==> src/rtl/unidad_fetch_pkg.sv <==
// Shared types and constants for the instruction-fetch stage.
package fetch_pkg;

  typedef enum logic [0:0] {
    StRun  = 1'b0,
    StHalt = 1'b1
  } fetch_state_e;

  localparam logic [31:0] NopInst    = 32'h0000_0013;  // addi x0, x0, 0
  localparam logic [31:0] EbreakInst = 32'h0010_0073;
  localparam logic [31:0] DefaultPc  = 32'h0000_0000;
  localparam int unsigned DefaultPcStep = 4;

  // Word-align a fetch target; the low two bits are discarded.
  function automatic logic [31:0] align_pc(input logic [31:0] pc);
    return pc & ~32'd3;
  endfunction

endpackage

==> src/rtl/unidad_fetch_if.sv <==
// Bundle of the fetch stage's control, memory and IF/ID signals.
interface unidad_fetch_if;

  logic        stall;
  logic        redirect;
  logic [31:0] redirect_pc;
  logic [31:0] inst;
  logic [31:0] addr;
  logic [31:0] if_pc;
  logic [31:0] if_inst;
  logic        if_valid;
  logic        halted;
  logic [31:0] fetch_count;

  // Environment side: pipeline control and instruction memory.
  modport master (
    output stall, redirect, redirect_pc, inst,
    input  addr, if_pc, if_inst, if_valid, halted, fetch_count
  );

  // Fetch unit side.
  modport slave (
    input  stall, redirect, redirect_pc, inst,
    output addr, if_pc, if_inst, if_valid, halted, fetch_count
  );

endinterface

==> src/rtl/unidad_fetch_registro_if_id.sv <==
// IF/ID pipeline register with load, flush-to-bubble and hold controls.
module registro_if_id
  import fetch_pkg::*;
#(
  parameter logic [31:0] NOP_INST = NopInst
) (
  input  logic        clk,
  input  logic        rst,
  input  logic        load_i,
  input  logic        flush_i,
  input  logic [31:0] pc_i,
  input  logic [31:0] inst_i,
  output logic [31:0] if_pc_o,
  output logic [31:0] if_inst_o,
  output logic        if_valid_o
);

  logic [31:0] pc_q, pc_d;
  logic [31:0] inst_q, inst_d;
  logic        valid_q, valid_d;

  // Next contents: flush beats load; neither means hold.
  always_comb begin
    pc_d    = pc_q;
    inst_d  = inst_q;
    valid_d = valid_q;
    if (flush_i) begin
      pc_d    = '0;
      inst_d  = NOP_INST;
      valid_d = 1'b0;
    end else if (load_i) begin
      pc_d    = pc_i;
      inst_d  = inst_i;
      valid_d = 1'b1;
    end
  end

  // Register with synchronous reset to a bubble.
  always_ff @(posedge clk) begin
    if (rst) begin
      pc_q    <= '0;
      inst_q  <= NOP_INST;
      valid_q <= 1'b0;
    end else begin
      pc_q    <= pc_d;
      inst_q  <= inst_d;
      valid_q <= valid_d;
    end
  end

  assign if_pc_o    = pc_q;
  assign if_inst_o  = inst_q;
  assign if_valid_o = valid_q;

endmodule

==> src/rtl/unidad_fetch.sv <==
// Instruction-fetch stage: PC, next-PC selection, RUN/HALT FSM and capture counter.
module unidad_fetch
  import fetch_pkg::*;
#(
  parameter logic [31:0] RESET_PC    = DefaultPc,
  parameter int unsigned PC_STEP     = DefaultPcStep,
  parameter logic [31:0] NOP_INST    = NopInst,
  parameter logic [31:0] EBREAK_INST = EbreakInst
) (
  input logic            clk,
  input logic            rst,
  unidad_fetch_if.slave  bus
);

  fetch_state_e state_q, state_d;
  logic [31:0]  pc_q, pc_d;
  logic [31:0]  cnt_q, cnt_d;
  logic         load;
  logic         flush;

  // Next-state, next-PC and IF/ID control; priority redirect > stall > ebreak > normal.
  always_comb begin
    state_d = state_q;
    pc_d    = pc_q;
    load    = 1'b0;
    flush   = 1'b0;
    unique case (state_q)
      StRun: begin
        if (bus.redirect) begin
          pc_d  = align_pc(bus.redirect_pc);
          flush = 1'b1;
        end else if (bus.stall) begin
          // Everything holds.
        end else if (bus.inst == EBREAK_INST) begin
          load    = 1'b1;
          state_d = StHalt;
        end else begin
          load = 1'b1;
          pc_d = pc_q + PC_STEP;
        end
      end
      StHalt: begin
        // Redirect is ignored; drain the EBREAK once unless stalled.
        flush = !bus.stall;
      end
      default: state_d = StRun;
    endcase
    cnt_d = cnt_q + 32'(load);
  end

  // PC, FSM and counter registers.
  always_ff @(posedge clk) begin
    if (rst) begin
      state_q <= StRun;
      pc_q    <= RESET_PC;
      cnt_q   <= '0;
    end else begin
      state_q <= state_d;
      pc_q    <= pc_d;
      cnt_q   <= cnt_d;
    end
  end

  registro_if_id #(
    .NOP_INST (NOP_INST)
  ) u_registro_if_id (
    .clk        (clk),
    .rst        (rst),
    .load_i     (load),
    .flush_i    (flush),
    .pc_i       (pc_q),
    .inst_i     (bus.inst),
    .if_pc_o    (bus.if_pc),
    .if_inst_o  (bus.if_inst),
    .if_valid_o (bus.if_valid)
  );

  assign bus.addr        = pc_q;
  assign bus.halted      = (state_q == StHalt);
  assign bus.fetch_count = cnt_q;

endmodule
==> src/flat_wrapper.sv <==
// flat-port wrapper written by rule: the top's interface ports become plain ports
module unidad_fetch_flat import fetch_pkg::*;
#(
  parameter logic [31:0] RESET_PC    = DefaultPc,
  parameter int unsigned PC_STEP     = DefaultPcStep,
  parameter logic [31:0] NOP_INST    = NopInst,
  parameter logic [31:0] EBREAK_INST = EbreakInst
)
  (clk, rst, bus_stall, bus_redirect, bus_redirect_pc, bus_inst, bus_addr, bus_if_pc, bus_if_inst, bus_if_valid, bus_halted, bus_fetch_count);
  unidad_fetch_if bus_i ();
  input logic clk;
  input logic rst;
  input wire logic [$bits(bus_i.stall)-1:0] bus_stall;
  input wire logic [$bits(bus_i.redirect)-1:0] bus_redirect;
  input wire logic [$bits(bus_i.redirect_pc)-1:0] bus_redirect_pc;
  input wire logic [$bits(bus_i.inst)-1:0] bus_inst;
  output wire logic [$bits(bus_i.addr)-1:0] bus_addr;
  output wire logic [$bits(bus_i.if_pc)-1:0] bus_if_pc;
  output wire logic [$bits(bus_i.if_inst)-1:0] bus_if_inst;
  output wire logic [$bits(bus_i.if_valid)-1:0] bus_if_valid;
  output wire logic [$bits(bus_i.halted)-1:0] bus_halted;
  output wire logic [$bits(bus_i.fetch_count)-1:0] bus_fetch_count;
  assign bus_i.stall = bus_stall;
  assign bus_i.redirect = bus_redirect;
  assign bus_i.redirect_pc = bus_redirect_pc;
  assign bus_i.inst = bus_inst;
  assign bus_addr = bus_i.addr;
  assign bus_if_pc = bus_i.if_pc;
  assign bus_if_inst = bus_i.if_inst;
  assign bus_if_valid = bus_i.if_valid;
  assign bus_halted = bus_i.halted;
  assign bus_fetch_count = bus_i.fetch_count;
  unidad_fetch #(.RESET_PC(RESET_PC), .PC_STEP(PC_STEP), .NOP_INST(NOP_INST), .EBREAK_INST(EBREAK_INST)) u_core (.clk(clk), .rst(rst), .bus(bus_i));
endmodule
==> config.mk <==
export PLATFORM = sky130hd
export DESIGN_NAME = unidad_fetch_flat
export DESIGN_NICKNAME = d
export VERILOG_FILES = /design/src/rtl/unidad_fetch_pkg.sv /design/src/rtl/unidad_fetch_if.sv /design/src/rtl/unidad_fetch_registro_if_id.sv /design/src/rtl/unidad_fetch.sv /design/src/flat_wrapper.sv
export SDC_FILE = /design/constraint.sdc
export NUM_CORES = 1
export LEC_CHECK = 0
export CAP_MARGIN = 30
export CORE_MARGIN = 4
export CORE_UTILIZATION = 30
export CTS_CLUSTER_SIZE = 24
export DETAILED_ROUTE_END_ITERATION = 10
export GPL_ROUTABILITY_DRIVEN = 0
export PLACE_DENSITY = 0.61
export SYNTH_ARGS = -nofsm -noshare
export SYNTH_HDL_FRONTEND = slang
export SYNTH_SLANG_ARGS = --single-unit
==> constraint.sdc <==
create_clock -name clk -period 8 [get_ports clk]
set_clock_uncertainty 0.15 [all_clocks]
set_input_delay 2 -clock clk [delete_from_list [all_inputs] [get_ports clk]]
set_output_delay 2 -clock clk [all_outputs]
set_load 0.1 [all_outputs]
# --- After elaboration in Yosys (flattened, before gate mapping) ---
# Cells that the tools add are included.
word_totals:
  regBits: 130
  output_inout_bits: 130
  in_bits: 68
  elab_cells: 27
op_classes:
  eq_ne: 3
  n_mux: 12
  addsub: 2
  reduce_logical: 3
  n_bitwise: 1
op_table:
  columns: ["op", "count"]
  rows:
  - ["32-bit two-way mux", 3]
  - ["32-bit by 1-bit adder with 32-bit output", 1]
  - ["32-bit by 3-bit adder with 32-bit output, second input constant", 1]
  - ["32-bit by 21-bit equality test with 1-bit output, second input constant", 1]
  - ["1-bit two-way mux", 8]
  - ["3-bit AND reduction", 1]
  - ["2-bit by 1-bit != test with 1-bit output, second input constant", 1]
  - ["2-bit != test, second input constant", 1]
  - ["1-bit case mux with 2 select lines", 1]
  - ["2-bit OR reduction", 1]
  - ["1-bit zero test", 1]
  - ["1-bit NOT", 1]

# --- Depth between registers and ports, before layout ---
# Gate-level depths: netlist (run 1).
depth:
  ltp_word: 5
  ltp_mapped: 13
  depth_no_buf: 9

# --- Modules after synthesis ---
# From an unflattened synthesis (run 1), not the netlist that was laid out.
hier_totals:
  cells_unflattened: 663
  area_unflattened_um2: 5945.7
modules_own_cells:
  columns: ["module", "cells_each", "seq_area_each_um2", "area_each_um2", "instances"]
  rows:
  - ["unidad_fetch", 452, 1261.2, 3609.7, 1]
  - ["registro_if_id", 211, 1301.2, 2336.0, 1]

# --- Worst setup path after synthesis (run 1) ---
# No wires, ideal clock.
synth_timing:
  path_kind: "input port to flip-flop"
  startpoint: "input port bus_redirect"
  endpoint: "register u_core.cnt_q[18], in the netlist u_core.bus.fetch_count[18]"
  t_arrival_ps: 4617
  path_slack_ps: 3166
  setup_time_ps: 67
  required_time_ps: 7783
  path_buffers: 4
  cell_stages: 13
  path_cell_list: "clkbuf_1 -> or3_1 -> clkbuf_1 -> inv_2 -> clkbuf_1 -> ha_1 -> ha_1 -> and4_1 -> clkbuf_1 -> and4_1 -> nand4_1 -> xor2_1 -> nor2_1"
synth_via:
  elab_chain_len: 3
synth_rtl:
  columns: ["item", "line", "source"]
  rows:
  - ["start, declared", "flat_wrapper.sv:14", "input wire logic [$bits(bus_i.redirect)-1:0] bus_redirect;"]
  - ["1-bit two-way mux", "unidad_fetch.sv:29", "if (bus.redirect) begin"]
  - ["1-bit two-way mux", "unidad_fetch.sv:27", "unique case (state_q)"]
  - ["32-bit by 1-bit adder with 32-bit output", "unidad_fetch.sv:48", "cnt_d = cnt_q + 32'(load);"]
  - ["end signal, assigned", "unidad_fetch.sv:60", "cnt_q <= cnt_d;"]
  - ["end, declared", "unidad_fetch.sv:17", "logic [31:0] cnt_q, cnt_d;"]
# Every way passes these cells.
# A chain may end at the register's enable or synchronous reset.

# --- Worst setup path after layout (run 1) ---
layout_timing:
  startpoint: "input port bus_redirect"
  endpoint: "register u_core.cnt_q[29], in the netlist u_core.bus.fetch_count[29]"
# Same word-level chain as after synthesis.

==> summary.md, run 1 <==
| Metric | Value |
|---|---|
| Status | finished clean |
| DR vias | 6002 |
| DRT iter0 DRCs | 320 |
| Layout fillers | 1946 |
| Distinct cells, synth | 57 |
| Share of post-route cells with drive strength above 1 | 0.06250 |
| Final Hold Fails | 0 |
| IO Pins | 198 |
| Buffers and inverters on the worst path | 4 |
| Nets | 988 |
| Pin count of the biggest net entering global routing | 72 |
| Complex-gate fraction of the synthesized area | 0.1789 |
| DR WL/cell | 16.99 um |
| Share of power burned in registers | 0.395 |
| Die X | 147.3 um |
| Clk slew on worst S/H paths | 0.06 ns |
| Die H | 147.3 um |
| Most frequent cell after synthesis | nand2_1 |
| Number of vias per cell | 5.048 |
| Endpoints failing setup | 0 |
| Post-synth EDFFs | 0 |
| Worst vdd ir | 0.1398 mV |
| Num CTS Buffers | 17 |
| Area share of the largest cell type after synthesis | 0.4331 |
| Worst hold path class | reg2reg |
| Core Box Area | 0.01889 mm2 |
| Vias in the first global route | 5726 |
| Post-synthesis mux area share | 0.003437 |
| Tmin final | 4.785 ns |
| CTS H-tree depth | 4 |
| Pwr dens | 197.7 mW/mm2 |
| Final core area utilization | 0.4541 |
| Sw Pwr | 0.5130 mW |
| Worst Setup End Kind | flop |
| XOR/XNOR Fraction of Synth Area | 0.04361 |
| CTS tree | yes |
| Antenna violations before repair | 1 |
| Syn Inst Count | 747 |
| Slew Limit Fails | 0 |
| Synth Cell Area | 0.005824 mm2 |
| Top cells by area, synth | dfxtp_1 43%, nand2_1 11%, a21oi_1 7.0% |
| First-pass GRT wire length | 31.93 mm |
| Cell mode on critical path | buf_4 |
| Synth Warn # | 0 |
| CP Data Required Time | 8.12 ns |
| Largest family of logic cells by synthesized area | simple AND/OR/NAND/NOR gates |
| Max Freq | 209.0 MHz |
| Critical path fanouts, max | 71 |
| Async SR Flop Fraction | 0 |
| Simple-Gate Fraction of Synth Area | 0.2814 |
| Clock power frac | 0.440 |
| Resized Gates After CTS | 0 |
| Prevailing post-synth register cell | dfxtp_1 |
| Gr ovfl total | 0 |
| Drt first pass iters | 5 |
| Leading area contributor after synthesis | dfxtp_1 |
| Routed wire length | 20.20 mm |
| Pleak | 2.829 nW |
| Rows | 50 |
| Worst-Margin Slew | 1.049 ns |
| Number of max-cap violations | 0 |
| Clk sinks | 126 |
| CP cell instances | buf_2 > buf_4 > or3_2 > inv_2 > buf_4 > ha_1 > nand3_1 > or2_2 > nor4_1 > xnor2_1 > nor2_1 |
| Switching fraction of total power | 0.3025 |
| Worst skew pair latency | 0.42 ns |
| Synthesized-area fraction occupied by adder cells | 0.008593 |
| Synth cell count leaders | 168 x nand2_1, 126 x dfxtp_1, 82 x a21oi_1, 59 x nor2_1, 43 x clkbuf_1 |
| Arr. time, crit path | 4.91 ns |
| RSZ-0062 raised after global routing | no |
| Kind of cell adding the most delay to the critical path | simple AND/OR/NAND/NOR gates |
| # Post-CTS Setup Buffers | 0 |
| Syn_area_per_cell | 7.797 um2 |
| Yosys reg bits | 126 |
| Final setup TNS | 0 ns |
| Clk root buf | clkbuf_16 |
| Die area | 0.02171 mm2 |
| Startpoint types | input port |
| Post-route ant nets | 0 |
| Critical path class | in2reg |
| Cell-internal power | 1.183 mW |
| Total GRT Usage | 0.1817 |
| Initial Util | 0.3083 |
| CTS Hold Buffers Added | 0 |
| Combinational share of power | 0.165 |
| Max incr delay on CP | 0.59 ns |
| P&R area growth vs syn | 47.30% |
| Period utilization | 0.5982 |
| Port Buffer Count | 191 |
| Register area share after synthesis | 0.4331 |
| # DRC | 0 |
| Max transition margin | 0.2988 |
| DP HPWL | 13.87 mm |
| Clock buffer depth | 2 |
| CP max-delay cell | or3_2 |
worst paths after layout:
path	startpoint	to	slack, ns	cells past startpoint
max	bus_redirect	u_core.bus.fetch_count[29]$_SDFF_PP0_	3.21	11
min	u_core.u_registro_if_id.if_pc_o[4]$_SDFFE_PP0N_	u_core.u_registro_if_id.if_pc_o[4]$_SDFFE_PP0N_	0.30	2
min reg2reg	u_core.u_registro_if_id.if_pc_o[4]$_SDFFE_PP0N_	u_core.u_registro_if_id.if_pc_o[4]$_SDFFE_PP0N_	0.30	2
max reg2reg	u_core.bus.halted$_SDFF_PP0_	u_core.bus.fetch_count[29]$_SDFF_PP0_	4.94	9
per-layer routing:
layer / up-vias / share of wire / track usage
met2: 210 / 0.49 / 0.3012
met1: 2802 / 0.42 / 0.2269
li1: 2975 / - / -
met4: 0 / 0.0095 / 0.04660
met3: 15 / 0.085 / 0.06231
met5: - / 0 / 0
worst register-to-register path: cells and delay by family (launching register included):
kind / cells / cell delay, ns
buffers and inverters: 2 / 0.63
adder cells (fa/ha/maj): 1 / 0.27
AND/OR/NAND/NOR: 5 / 1.34
XOR/XNOR: 1 / 0.16
flip-flops: 1 / 0.38
power by group through the flow:
stage               Clock [mW]  Sequential [mW]  Combinational, mW
floorplan                    0            0.789             0.0807
global placement             0            0.683              0.279
detailed placement           0            0.683              0.280
CTS                      0.763            0.670              0.281
global route             0.786            0.672              0.296
finish                   0.746            0.670              0.280
stage by stage:
step           power, mW  cell area [um2]  hold slack [ns]  setup WS, ns  std cells
2_1_floorplan     0.8696             5836           0.7372         3.166        750
3_3_place_gp      0.9620             7896           0.2913         2.732       1153
3_5_place_dp      0.9635             7979           0.2959         2.737       1156
4_1_cts            1.714             8549           0.3037         3.179       1187
5_1_grt            1.754             8579           0.3177         2.954       1189
6_report           1.696             8579           0.3015         3.215       1189
registers in the layout, indices dropped and copies added (netlist names):
register and flops:
u_core.bus.fetch_count 32, u_core.u_registro_if_id.if_inst_o 32, u_core.bus.addr 30, u_core.u_registro_if_id.if_pc_o 30
u_core.bus.halted 1, u_core.u_registro_if_id.if_valid_o 1
layout make-up:
| class | count | area, um2 | share of cell area |
|---|---|---|---|
| Tap cell | 260 | 325.3 | 0.03792 |
| Inverter | 14 | 52.55 | 0.006125 |
| Antenna cell | 1 | 2.502 | 0.0002917 |
| Clock inverter | 9 | 86.33 | 0.01006 |
| Timing Repair Buffer | 204 | 2079 | 0.2424 |
| Multi-Input combinational cell | 553 | 3027 | 0.3528 |
| Sequential cell | 126 | 2522 | 0.2940 |
| Clock buffer | 22 | 484.2 | 0.05644 |
logic make-up after synthesis:
logic type	Yosys count
buf+inv	71
compound gates	164
simple gates	350
flops	126
mux	2
other cells	1
fa+ha+maj	4
xor+xnor	29
placed cells by master, fill, tap and decap left out, types with 5 or more instances in the layout:
cell             instances
and3_1                   6
buf_4                    9
o32ai_1                 13
a221oi_1                 5
and4_1                  11
o22ai_1                  6
nor2_1                  59
nand3_1                 32
xor2_1                  17
nor4_1                  11
a22oi_1                  8
clkinvlp_4               5
o21ai_0                 11
nor3_1                  14
a31oi_1                 11
a21oi_1                 82
dfxtp_1                126
inv_1                   11
clkbuf_16               17
xnor2_1                 12
clkdlybuf4s50_1        189
nand4_1                 19
nand2_1                168
Power figures use the tool's default switching activity.
==> inputs of run 2 (changes only) <==
==> constraint.sdc (replaced) <==
create_clock -name clk -period 4.84 [get_ports clk]
set_clock_uncertainty 0.15 [all_clocks]
set_input_delay 1.21 -clock clk [delete_from_list [all_inputs] [get_ports clk]]
set_output_delay 1.21 -clock clk [all_outputs]
set_load 0.1 [all_outputs]
==> run 2 against run 1 <==
Net effect:
- register-to-register slack worse by 2.9 ns
- sequential share of layout area down 0.22 points
- clock-buffer cell count down 3
- first-iteration DRC count up 21%
- via count up 0.42%
- combinational power up 68%
- power up 71%
- highest routed layer is now met5
- critical path depth down 1
- setup slack worse by 2.0 ns
- final area up 0.74%
- non-clock buffer count up 2
==> summary.md, run 2 (synthesized netlist as in run 1, its figures left out) <==
| Metric | Value |
|---|---|
| Final core area utilization | 0.4575 |
| RSZ-0062 raised after global routing | no |
| Rows | 50 |
| Share of post-route cells with drive strength above 1 | 0.06552 |
| Vias in the first global route | 5744 |
| Drt first pass iters | 5 |
| Clock power frac | 0.457 |
| Initial Util | 0.3083 |
| Antenna violations before repair | 2 |
| Number of max-cap violations | 0 |
| Die X | 147.3 um |
| Worst skew pair latency | 0.42 ns |
| Startpoint types | input port |
| Resized Gates After CTS | 0 |
| Worst-Margin Slew | 1.040 ns |
| # DRC | 0 |
| Worst hold path class | reg2reg |
| Die area | 0.02171 mm2 |
| P&R area growth vs syn | 48.40% |
| Critical path class | in2reg |
| CTS H-tree depth | 4 |
| Core Box Area | 0.01889 mm2 |
| Final Hold Fails | 0 |
| Post-route ant nets | 0 |
| Number of vias per cell | 5.056 |
| CP cell instances | clkdlybuf4s50_1 > or3_2 > inv_2 > ha_1 > ha_1 > and4_1 > nand4_1 > nor3_1 > xnor2_1 > nor2_1 |
| Clk root buf | clkbuf_16 |
| Final setup TNS | 0 ns |
| Period utilization | 0.7543 |
| Max incr delay on CP | 0.50 ns |
| Clock buffer depth | 2 |
| Sw Pwr | 0.8748 mW |
| # Post-CTS Setup Buffers | 0 |
| Worst Setup End Kind | flop |
| Endpoints failing setup | 0 |
| Nets | 990 |
| Most common cell after layout, fill and taps aside | clkdlybuf4s50_1 |
| Num CTS Buffers | 17 |
| CTS Hold Buffers Added | 0 |
| Most frequent cells in the layout | 189 x clkdlybuf4s50_1, 168 x nand2_1, 126 x dfxtp_1 |
| Clk slew on worst S/H paths | 0.06 ns |
| Tmin final | 3.651 ns |
| IO Pins | 198 |
| Kind of cell adding the most delay to the critical path | simple AND/OR/NAND/NOR gates |
| Die H | 147.3 um |
| Combinational share of power | 0.162 |
| Slew Limit Fails | 0 |
| Pleak | 2.872 nW |
| Cell-internal power | 2.028 mW |
| Routed wire length | 20.47 mm |
| Multi-input gate area | 0.003027 mm2 |
| Post-placement setup slack | 0.8058 ns |
| CP Data Required Time | 4.96 ns |
| DR WL/cell | 17.17 um |
| First-pass GRT wire length | 32.32 mm |
| Cell mode on critical path | ha_1 |
| Pwr dens | 335.9 mW/mm2 |
| Layout fillers | 1959 |
| Clk sinks | 126 |
| DR vias | 6027 |
| Gr ovfl total | 0 |
| CP max-delay cell | clkdlybuf4s50_1 |
| Register area | 0.002522 mm2 |
| Total GRT Usage | 0.1855 |
| Max transition margin | 0.3043 |
| Critical path fanouts, max | 7 |
| Final worst slack | 1.189 ns |
| Design Power | 2.903 mW |
| Worst vdd ir | 0.2218 mV |
| Arr. time, crit path | 3.77 ns |
| Share of power burned in registers | 0.381 |
| Pin count of the biggest net entering global routing | 65 |
| DP HPWL | 14.19 mm |
| CTS tree | yes |
| Port Buffer Count | 191 |
| Switching fraction of total power | 0.3013 |
| Status | finished clean |
| DRT iter0 DRCs | 387 |
| Max Freq | 273.9 MHz |
| Buffers and inverters on the worst path | 2 |
## run 2: changes by cell type in the layout (fill, tap and decap cells not counted)
cell | before | now
clkbuf_8 | 4 | 1
clkinvlp_4 | 5 | 2
bufinv_16 | 1 | 3
clkinv_4 | 1 | 3
inv_6 | 0 | 2
buf_12 | 0 | 1
buf_4 | 9 | 10
clkinv_2 | 2 | 3
## run 2: layout make-up
cell class,instances,share of cell area
multi-input combinational,553,0.3502
sequential,126,0.2918
timing repair buffer,206,0.2438
clock buffer,19,0.05124
tap,260,0.03764
clock inverter,13,0.01896
inverter,14,0.006080
antenna,1,0.0002895
## run 2: worst reg2reg max path: stages (launching register included)
cell	delay, ns
dfxtp_1	0.38
or3_2	0.51
inv_2	0.09
ha_1	0.16
ha_1	0.19
and4_1	0.37
nand4_1	0.26
nor3_1	0.30
xnor2_1	0.15
nor2_1	0.05
## run 2: routing by layer
metal  vias to the layer above  GRT usage  part of all wire
li1                       2987          -                 -
met4                         2    0.04380             0.010
met1                      2795     0.2378              0.43
met2                       220     0.3078              0.49
met5                         -          0           0.00064
met3                        23    0.05583             0.068
## run 2: worst paths after layout
| kind | startpoint | slack (ns) | endpoint | cells after the start |
|---|---|---|---|---|
| worst max-delay path | bus_stall | 1.19 | u_core.bus.fetch_count[28]$_SDFF_PP0_ | 10 |
| worst min-delay path | u_core.u_registro_if_id.if_pc_o[19]$_SDFFE_PP0N_ | 0.30 | u_core.u_registro_if_id.if_pc_o[19]$_SDFFE_PP0N_ | 2 |
| worst max register to register | u_core.bus.halted$_SDFF_PP0_ | 2.09 | u_core.bus.fetch_count[28]$_SDFF_PP0_ | 9 |
| worst min register to register | u_core.u_registro_if_id.if_pc_o[19]$_SDFFE_PP0N_ | 0.30 | u_core.u_registro_if_id.if_pc_o[19]$_SDFFE_PP0N_ | 2 |
## run 2: metrics by stage
| stage | cells | hold slack [ns] | instance area [um2] |
|---|---|---|---|
| CTS | 1191 | 0.3042 | 8641 |
| global route | 1192 | 0.3193 | 8643 |
| finish | 1192 | 0.3021 | 8643 |
| detailed placement | 1159 | 0.2956 | 8034 |
| floorplan | 750 | 0.7372 | 5836 |
| global placement | 1155 | 0.2907 | 7924 |
## run 2: power groups by stage
stage	Combinational (mW)	Sequential, mW	Clock [mW]
finish	0.469	1.11	1.33
global route	0.493	1.11	1.40
CTS	0.471	1.11	1.36
detailed placement	0.469	1.13	0
global placement	0.465	1.13	0
floorplan	0.133	1.30	0
==> inputs of run 3 (changes only) <==
--- a/config.mk
+++ b/config.mk
@@ -11,7 +11,7 @@
 export CTS_CLUSTER_SIZE = 24
 export DETAILED_ROUTE_END_ITERATION = 10
 export GPL_ROUTABILITY_DRIVEN = 0
-export PLACE_DENSITY = 0.61
+export PLACE_DENSITY = 0.63
 export SYNTH_ARGS = -nofsm -noshare
 export SYNTH_HDL_FRONTEND = slang
 export SYNTH_SLANG_ARGS = --single-unit
==> constraint.sdc (replaced) <==
create_clock -name clk -period 3.1 [get_ports clk]
set_clock_uncertainty 0.15 [all_clocks]
set_input_delay 0.775 -clock clk [delete_from_list [all_inputs] [get_ports clk]]
set_output_delay 0.775 -clock clk [all_outputs]
set_load 0.1 [all_outputs]
==> run 3 against run 2 <==
Net effect:
- via count is 2.6% higher
- final cell count is 1.6% higher
- setup slack worse by 1.1 ns
- global-route usage down 0.19 points
- combinational power increased by 59%
- final area fell by 1.7%
- critical path type unchanged
- clock-buffer cell count is 3 higher
- sequential share of layout area rose by 0.52 points
- sequential power increased by 55%
- critical path depth unchanged
==> summary.md, run 3 (synthesized netlist as in run 1, its figures left out) <==
| Metric | Value |
|---|---|
| Status | finished clean |
| CTS Hold Buffers Added | 0 |
| Worst vdd ir | 0.3600 mV |
| IO Pins | 198 |
| CP max-delay cell | or3_2 |
| Final Hold Fails | 0 |
| CTS tree | yes |
| Core Box Area | 0.01889 mm2 |
| P&R area growth vs syn | 45.89% |
| First-pass GRT wire length | 32.13 mm |
| Total GRT Usage | 0.1837 |
| Max Freq | 331.1 MHz |
| Critical path fanouts, max | 7 |
| Nets | 1010 |
| Most frequent cells in the layout | 168 x nand2_1, 156 x buf_4, 125 x dfxtp_1 |
| Buffers and inverters on the worst path | 2 |
| Share of post-route cells with drive strength above 1 | 0.2240 |
| Drt first pass iters | 5 |
| Pin count of the biggest net entering global routing | 71 |
| Die X | 147.3 um |
| Design Area, Final | 0.008497 mm2 |
| Clk slew on worst S/H paths | 0.06 ns |
| Worst-case reg-to-reg path depth | 9 |
| Clk root buf | clkbuf_16 |
| Critical path depth in cells | 10 |
| Number of max-cap violations | 0 |
| End point of the critical path | u_core.bus.fetch_count[26]$_SDFF_PP0_ |
| Vias in the first global route | 5892 |
| RSZ-0062 raised after global routing | no |
| CTS H-tree depth | 4 |
| Worst R2R Start | u_core.bus.halted$_SDFF_PP0_ |
| Cell mode on critical path | ha_4 |
| Clock buffer depth | 2 |
| Resized Gates After CTS | 0 |
| Final core area utilization | 0.4497 |
| Port Buffer Count | 191 |
| Startpoint types | input port |
| Worst setup path start | bus_stall |
| Gr ovfl total | 0 |
| # Post-CTS Setup Buffers | 0 |
| Pleak | 3.195 nW |
| DR WL/cell | 16.95 um |
| Period utilization | 0.9744 |
| Routed wire length | 20.52 mm |
| Endpoints failing setup | 0 |
| DRT iter0 DRCs | 337 |
| Die H | 147.3 um |
| Kind of cell adding the most delay to the critical path | simple AND/OR/NAND/NOR gates |
| Pwr dens | 534.0 mW/mm2 |
| Most common cell after layout, fill and taps aside | nand2_1 |
| Antenna violations before repair | 0 |
| Worst Setup End Kind | flop |
| Tmin final | 3.021 ns |
| CP Data Required Time | 3.23 ns |
| Worst-Margin Slew | 0.7313 ns |
| Placement Cell Area | 0.007873 mm2 |
| Placed Cells | 1179 |
| DR vias | 6181 |
| Post-route ant nets | 0 |
| Max transition margin | 0.5087 |
| Layout fillers | 1935 |
| Arr. time, crit path | 3.15 ns |
| Worst hold path class | reg2reg |
| # DRC | 0 |
| CP cell instances | clkdlybuf4s50_1 > or3_2 > inv_6 > ha_4 > ha_4 > and4_2 > nand4_1 > nor3_1 > xnor2_1 > nor2_1 |
| Rows | 50 |
| RR Endpoint | u_core.bus.fetch_count[26]$_SDFF_PP0_ |
| Hold Crit Depth | 2 |
| Num CTS Buffers | 17 |
| Worst skew pair latency | 0.42 ns |
| Die area | 0.02171 mm2 |
| Slew Limit Fails | 0 |
| Finished Layout Cells | 1211 |
| Clk sinks | 126 |
| Max incr delay on CP | 0.56 ns |
| Multi-input gate area | 0.003068 mm2 |
| ANT cells | 0 |
| DP HPWL | 14.44 mm |
| Number of vias per cell | 5.104 |
| Initial Util | 0.3083 |
| Register area | 0.002524 mm2 |
| R2r setup slk | 0.51 ns |
| Critical path class | in2reg |
## run 3: stage by stage
| step | TNS (ns) | power [mW] | setup slack [ns] | hold WS, ns |
|---|---|---|---|---|
| global placement | -5.501 | 2.502 | -0.3609 | 0.2933 |
| detailed placement | -5.591 | 2.502 | -0.3734 | 0.2982 |
| CTS | 0 | 4.582 | 0.05272 | 0.3067 |
| finish | 0 | 4.537 | 0.07941 | 0.3040 |
| floorplan | 0 | 2.251 | 0.003225 | 0.5595 |
| global route | 0 | 4.703 | 0.001606 | 0.3197 |
## run 3: where the power goes
part | internal, mW | switching [mW]
registers | 1.66 | 0.0586
logic | 0.216 | 0.529
clock network | 1.32 | 0.746
total | 3.20 | 1.33
## run 3: worst reg2reg max path, stage by stage (launching register included)
cell and delay, ns:
dfxtp_1 0.41, or3_2 0.55, inv_6 0.09, ha_4 0.13, ha_4 0.12, and4_2 0.32
nand4_1 0.20, nor3_1 0.29, xnor2_1 0.15, nor2_1 0.05
## run 3: worst min-delay path by stage
| stage | slack, ns | startpoint | end |
|---|---|---|---|
| 2_1_floorplan | 0.56 | u_core.bus.addr[3]$_SDFFE_PP0P_ | u_core.u_registro_if_id.if_pc_o[3]$_SDFFE_PP0N_ |
| 3_3_place_gp | 0.29 | u_core.u_registro_if_id.if_inst_o[21]$_SDFFE_PP0N_ | u_core.u_registro_if_id.if_inst_o[21]$_SDFFE_PP0N_ |
| 3_5_place_dp | 0.30 | u_core.u_registro_if_id.if_inst_o[30]$_SDFFE_PP0N_ | u_core.u_registro_if_id.if_inst_o[30]$_SDFFE_PP0N_ |
| 4_1_cts | 0.31 | u_core.u_registro_if_id.if_inst_o[30]$_SDFFE_PP0N_ | u_core.u_registro_if_id.if_inst_o[30]$_SDFFE_PP0N_ |
| 5_1_grt | 0.32 | u_core.u_registro_if_id.if_inst_o[13]$_SDFFE_PP0N_ | u_core.u_registro_if_id.if_inst_o[13]$_SDFFE_PP0N_ |
| 6_report | 0.30 | u_core.u_registro_if_id.if_inst_o[30]$_SDFFE_PP0N_ | u_core.u_registro_if_id.if_inst_o[30]$_SDFFE_PP0N_ |
## run 3: cell type report
| cell class | count | share of cell area |
|---|---|---|
| multi-input cells | 553 | 0.3611 |
| clock inverters | 10 | 0.01605 |
| clock buffers | 22 | 0.05581 |
| repair buffers | 226 | 0.2250 |
| inverters | 14 | 0.006774 |
| flip-flops and latches | 126 | 0.2970 |
| well taps | 260 | 0.03829 |
## run 3: layer usage
metal  share of wire  up-vias  track usage
met2            0.48      231       0.2979
li1                -     3029            -
met5               0        -            0
met1            0.43     2893       0.2339
met3           0.075       28      0.05583
met4           0.020        0      0.06011
